`src/rtl/prach_hb1_pp.sv`:
```
// Polyphase packer ahead of the 16-channel PRACH hb1 decimator: pairs each channel's even/odd
// TDM samples onto dp2/dp1. Define PRACH_HB1_PP_CHN_CHECK_EN to enable the din_chn sticky check.
module prach_hb1_pp #(
  parameter int unsigned NUM_CHANNEL = 16,
  parameter int unsigned DATA_W      = 16
) (
  input  logic              clk,
  input  logic              rst_n,
  input  logic [DATA_W-1:0] din_dq,
  input  logic              din_dv,
  input  logic [7:0]        din_chn,
  input  logic              sync_in,
  output logic [DATA_W-1:0] dout_dp1,
  output logic [DATA_W-1:0] dout_dp2,
  output logic              dout_dv,
  output logic [7:0]        dout_chn,
  output logic              sync_out,
  output logic              err
);

  localparam int unsigned ChnW = $clog2(NUM_CHANNEL);

  typedef enum logic [0:0] {StEven, StOdd} phase_e;

  phase_e          phase_q, phase_d;
  logic [ChnW-1:0] ecnt_q, ecnt_d;
  logic            armed_q, armed_d;
  logic            synced_q, synced_d;

  logic            force_sync;
  phase_e          cur_phase;
  logic [ChnW-1:0] cur_cnt;
  logic            last_chn;
  logic            wr_en;
  logic            rd_en;
  logic            pair_sync;

  // A pending or present sync overrides the tracked position for this sample.
  always_comb begin
    force_sync = sync_in | armed_q;
    cur_phase  = force_sync ? StEven : phase_q;
    cur_cnt    = force_sync ? '0 : ecnt_q;
    last_chn   = (cur_cnt == ChnW'(NUM_CHANNEL - 1));
    wr_en      = din_dv & (cur_phase == StEven);
    rd_en      = din_dv & (cur_phase == StOdd);
    pair_sync  = synced_q & (cur_cnt == '0);
  end

  always_comb begin
    phase_d  = phase_q;
    ecnt_d   = ecnt_q;
    armed_d  = armed_q;
    synced_d = synced_q;
    if (din_dv) begin
      armed_d = 1'b0;
      phase_d = cur_phase;
      ecnt_d  = cur_cnt + ChnW'(1);
      if (force_sync) begin
        synced_d = 1'b1;
      end else if (rd_en && (cur_cnt == '0)) begin
        synced_d = 1'b0;
      end
      if (last_chn) begin
        ecnt_d  = '0;
        phase_d = (cur_phase == StEven) ? StOdd : StEven;
      end
    end else if (sync_in) begin
      armed_d = 1'b1;
    end
  end

  always_ff @(posedge clk) begin
    if (!rst_n) begin
      phase_q  <= StEven;
      ecnt_q   <= '0;
      armed_q  <= 1'b0;
      synced_q <= 1'b0;
    end else begin
      phase_q  <= phase_d;
      ecnt_q   <= ecnt_d;
      armed_q  <= armed_d;
      synced_q <= synced_d;
    end
  end

  logic [DATA_W-1:0] ram_q [NUM_CHANNEL];

  always_ff @(posedge clk) begin
    if (rst_n && wr_en) begin
      ram_q[cur_cnt] <= din_dq;
    end
  end

  logic              s1_vld_q, s1_sync_q;
  logic [ChnW-1:0]   s1_chn_q;
  logic [DATA_W-1:0] s1_even_q, s1_odd_q;
  logic              out_dv_q, out_sync_q;
  logic [7:0]        out_chn_q;
  logic [DATA_W-1:0] out_dp1_q, out_dp2_q;

  // Stage 1 is the registered RAM read; stage 2 is the output register.
  always_ff @(posedge clk) begin
    if (!rst_n) begin
      s1_vld_q   <= 1'b0;
      s1_sync_q  <= 1'b0;
      s1_chn_q   <= '0;
      s1_even_q  <= '0;
      s1_odd_q   <= '0;
      out_dv_q   <= 1'b0;
      out_sync_q <= 1'b0;
      out_chn_q  <= '0;
      out_dp1_q  <= '0;
      out_dp2_q  <= '0;
    end else begin
      s1_vld_q   <= rd_en;
      s1_sync_q  <= rd_en & pair_sync;
      if (rd_en) begin
        s1_chn_q  <= cur_cnt;
        s1_even_q <= ram_q[cur_cnt];
        s1_odd_q  <= din_dq;
      end
      out_dv_q   <= s1_vld_q;
      out_sync_q <= s1_sync_q;
      if (s1_vld_q) begin
        out_chn_q <= 8'(s1_chn_q);
        out_dp1_q <= s1_odd_q;
        out_dp2_q <= s1_even_q;
      end
    end
  end

  assign dout_dv  = out_dv_q;
  assign sync_out = out_sync_q;
  assign dout_chn = out_chn_q;
  assign dout_dp1 = out_dp1_q;
  assign dout_dp2 = out_dp2_q;

`ifdef PRACH_HB1_PP_CHN_CHECK_EN
  logic err_q;

  always_ff @(posedge clk) begin
    if (!rst_n) begin
      err_q <= 1'b0;
    end else if (din_dv && (din_chn != 8'(cur_cnt))) begin
      err_q <= 1'b1;
    end
  end

  assign err = err_q;
`else
  logic unused_chn;
  assign unused_chn = ^din_chn;
  assign err        = 1'b0;
`endif

endmodule

```
`config.mk`:
```
export PLATFORM = sky130hd
export DESIGN_NAME = prach_hb1_pp
export DESIGN_NICKNAME = d
export VERILOG_FILES = /design/src/rtl/prach_hb1_pp.sv
export SDC_FILE = /design/constraint.sdc
export NUM_CORES = 1
export LEC_CHECK = 0
export BUFFER_PORTS_ARGS = -buffer_cell sky130_fd_sc_hd__buf_2
export CORE_UTILIZATION = 55
export DETAILED_ROUTE_END_ITERATION = 10
export MAX_ROUTING_LAYER = met4
export PLACE_DENSITY = 0.76
export SKIP_LAST_GASP = 1
export SYNTH_ARGS = -nofsm -noshare
export SYNTH_HDL_FRONTEND = slang
export SYNTH_SLANG_ARGS = --single-unit
```
`constraint.sdc`:
```
create_clock -name clk -period 2.55 [get_ports clk]
set_clock_uncertainty 0.2 [all_clocks]
set_input_delay 0.255 -clock clk [delete_from_list [all_inputs] [get_ports clk]]
set_output_delay 0.255 -clock clk [all_outputs]
set_load 0.05 [all_outputs]
```
==> flow_summary.yaml <==
logic_synthesis:
  ys_seq_elements: 339
  ys_warn_count: 0
  synth_area_leaders: "edfxtp_1, dfxtp_1, mux2i_1"
  synth_top_area_frac: 0.5909
  synth_cells: 882
  synth_commonest_cells: "edfxtp_1, nor2_1, dfxtp_1"
  async_reset_ff_frac: 0
  synth_edf_count: 256
  synth_area_um2: 13010
  synth_most_common_cell: "edfxtp_1"
  yosysUniqueCellTypes: 48
  synth_top_cell_by_area: "edfxtp_1"
  synth.yosys.seq_area_share: 0.7186
  synth_ff_type: "edfxtp_1"
  syn_area_per_cell_um2: 14.75
setup_path:
  crit_required_ns: 2.57
  cp-start-kind: "register"
  rr_startpoint: "armed_q"
  critPathLaunch: "armed_q"
  crit_path_max_fanout: 10
  crit_arrival_ns: 2.47
  end_kind: "register"
  critPathKind: "reg2reg"
floorplanning:
  die_area_um2: 24270
  pin_count: 71
  die_w_um: 155.8
  rows: 55
  core-area_um2: 22920
  die_height_um: 155.8
  start_util: 0.5677
power_and_ir_drop:
  p_comb_frac: 0.044
  netSwitchingPower_mw: 2.287
  swShare: 0.2078
  power_density_nw_per_um2: 727.1
  clkPwrFrac: 0.414
  max-vdd-ir-drop_mv: 0.3742
  seqPwrFrac: 0.541
  p_int_mw: 8.721
  p_leak_nw: 5.096
drt:
  ant_nets: 0
  initialDrtViolationCount: 768
  postRouteWirelength_um: 28480
  dr_total_vias: 7903
  post_drt_wl_per_cell_um: 21.51
  remaining_drc_errors: 0
  dr.pass1.iters: 7
  vias_per_cell: 5.969
clock_network:
  cts_buffers: 34
  cts_tree: "done"
  cts_buffer_depth: 3
  post-cts-setup-buffer-count: 0
  htree_levels: 2
  clk_latency_ns: 0.51
  cts-resized-gates: 0
  cts_sinks: 339
  clk_pin_slew_ns: 0.06
  clockRootBuffer: "clkbuf_16"
  hold_buffers: 17
timing:
  hold_viol_final: 0
  fin_ws_ns: 0.09782
  post-route-min-period_ns: 2.452
  setup_viol: 0
  fmax_mhz: 407.8
  rsz0062_at_grt: "false"
  drv_slew: 0
  worst_pin_slew_ns: 1.081
  relSlewSlack: 0.2719
  fin_crit_sh: 0.9616
min_path:
  hp-start: "rst_n"
  holdCritPathClass: "in2reg"
global_route:
  grt_pass1_wl_um: 43640
  grt-ovfl-total: 0
  grt_max_degree: 69
  grt_pass1_vias: 7736
  antenna_found_initial: 0
  track_usage: 0.2476
cells_and_area:
  syn_to_final_growth_pct: 16.38
  stdcell_count: 1324
  drive_gt1_frac: 0.1958
  layout.nets: 1016
  design_area_um2: 15140
  antenna_cells: 0
run:
  drv_cap: 0
placed_design:
  placed_cell_area_um2: 13940
  place_congestion: 0.9080
  io_buffers: 57
  dp_hpwl_um: 18380
  dp_slack_ns: 0.09546
  dpl.cell_count: 1247
outcome:
  status: "complete, no violations"
## cell type report
| cell class | count | area (um2) |
|---|---|---|
| inverters | 3 | 11.26 |
| repair buffers | 132 | 1003 |
| well taps | 313 | 391.6 |
| clock buffers | 46 | 935.9 |
| flip-flops and latches | 339 | 9355 |
| fillers | 1595 | 7775 |
| multi-input cells | 477 | 3352 |
| clock inverters | 14 | 91.34 |
## logic make-up (layout without fill, tap and decap cells)
family / count (synthesis) / in the layout / share of synthesized area
flip-flops: 339 / 339 / 0.7186
multiplexers: 89 / 89 / 0.08771
other: 1 / 5 / 0.0002882
adder cells (fa/ha/maj): 1 / 1 / 0.0009616
AND/OR/NAND/NOR: 225 / 225 / 0.08377
buffers and inverters: 70 / 195 / 0.02558
AO/OA/AOI/OAI: 157 / 157 / 0.08309
## cell usage in the layout (no fill, tap or decap), drive strengths merged, types with 3 or more instances in the layout
cell type,instances
buf,115
o22ai,5
a221oi,19
a31oi,15
and3,3
nand3b,23
edfxtp,256
clkinv,10
nand2,60
inv,6
mux2i,69
a221o,18
nand3,4
dlygate4sd3,17
a222oi,3
o21ai,20
nor2,94
a21oi,55
nor3,5
or3,20
dfxtp,83
conb,5
nor2b,6
clkbuf,46
a2bb2oi,9
mux4,20
## final timing paths
path	end	slack [ns]	depth (start not counted)
min reg2reg	sync_out	0.24	1
min	s1_even_q[2]	0.07	3
max reg2reg	ram_q[0][4]	0.1	5
max	ram_q[0][4]	0.1	5
## worst max-delay path, cell delays in order (launching register included)
cell and delay [ns]:
dfxtp_1 0.41, or2_1 0.21, buf_4 0.22, nor2_1 0.14, nor2_1 0.76, buf_12 0.22
## flip-flops by register name, indices dropped and copies added (netlist names), 4 cells and up
register	cells
dout_chn	4
s1_even_q	16
dout_dp2	16
ecnt_q	4
dout_dp1	16
s1_chn_q	4
s1_odd_q	16
ram_q	256
## per-stage QoR
stage,util,setup TNS [ns],total power [mW],hold WS (ns)
final,0.6607,0,11.01,0.07063
after global routing,0.6607,0,11.33,0.07661
after CTS,0.6607,0,11.07,0.06310
after detailed placement,0.6085,0,6.540,0.2236
after global placement,0.6085,0,6.528,0.2257
after floorplan,-,-7.088,6.357,0.1539
## metal layers
metal	vias up	wire, um	GRT usage
met3	51	2170	0.04139
met5	-	0	-
met2	365	13720	0.3901
met4	0	658	0.08683
met1	3893	11930	0.3277
li1	3594	-	-
## power by group through the flow
stage / clock [mW] / combinational (mW) / sequential [mW]
after floorplan: 0 / 0.284 / 6.07
after global placement: 0 / 0.451 / 6.08
after detailed placement: 0 / 0.461 / 6.08
after CTS: 4.63 / 0.484 / 5.96
after global routing: 4.85 / 0.520 / 5.96
final: 4.56 / 0.488 / 5.96
Note: power is estimated with default switching activity, not from simulation.
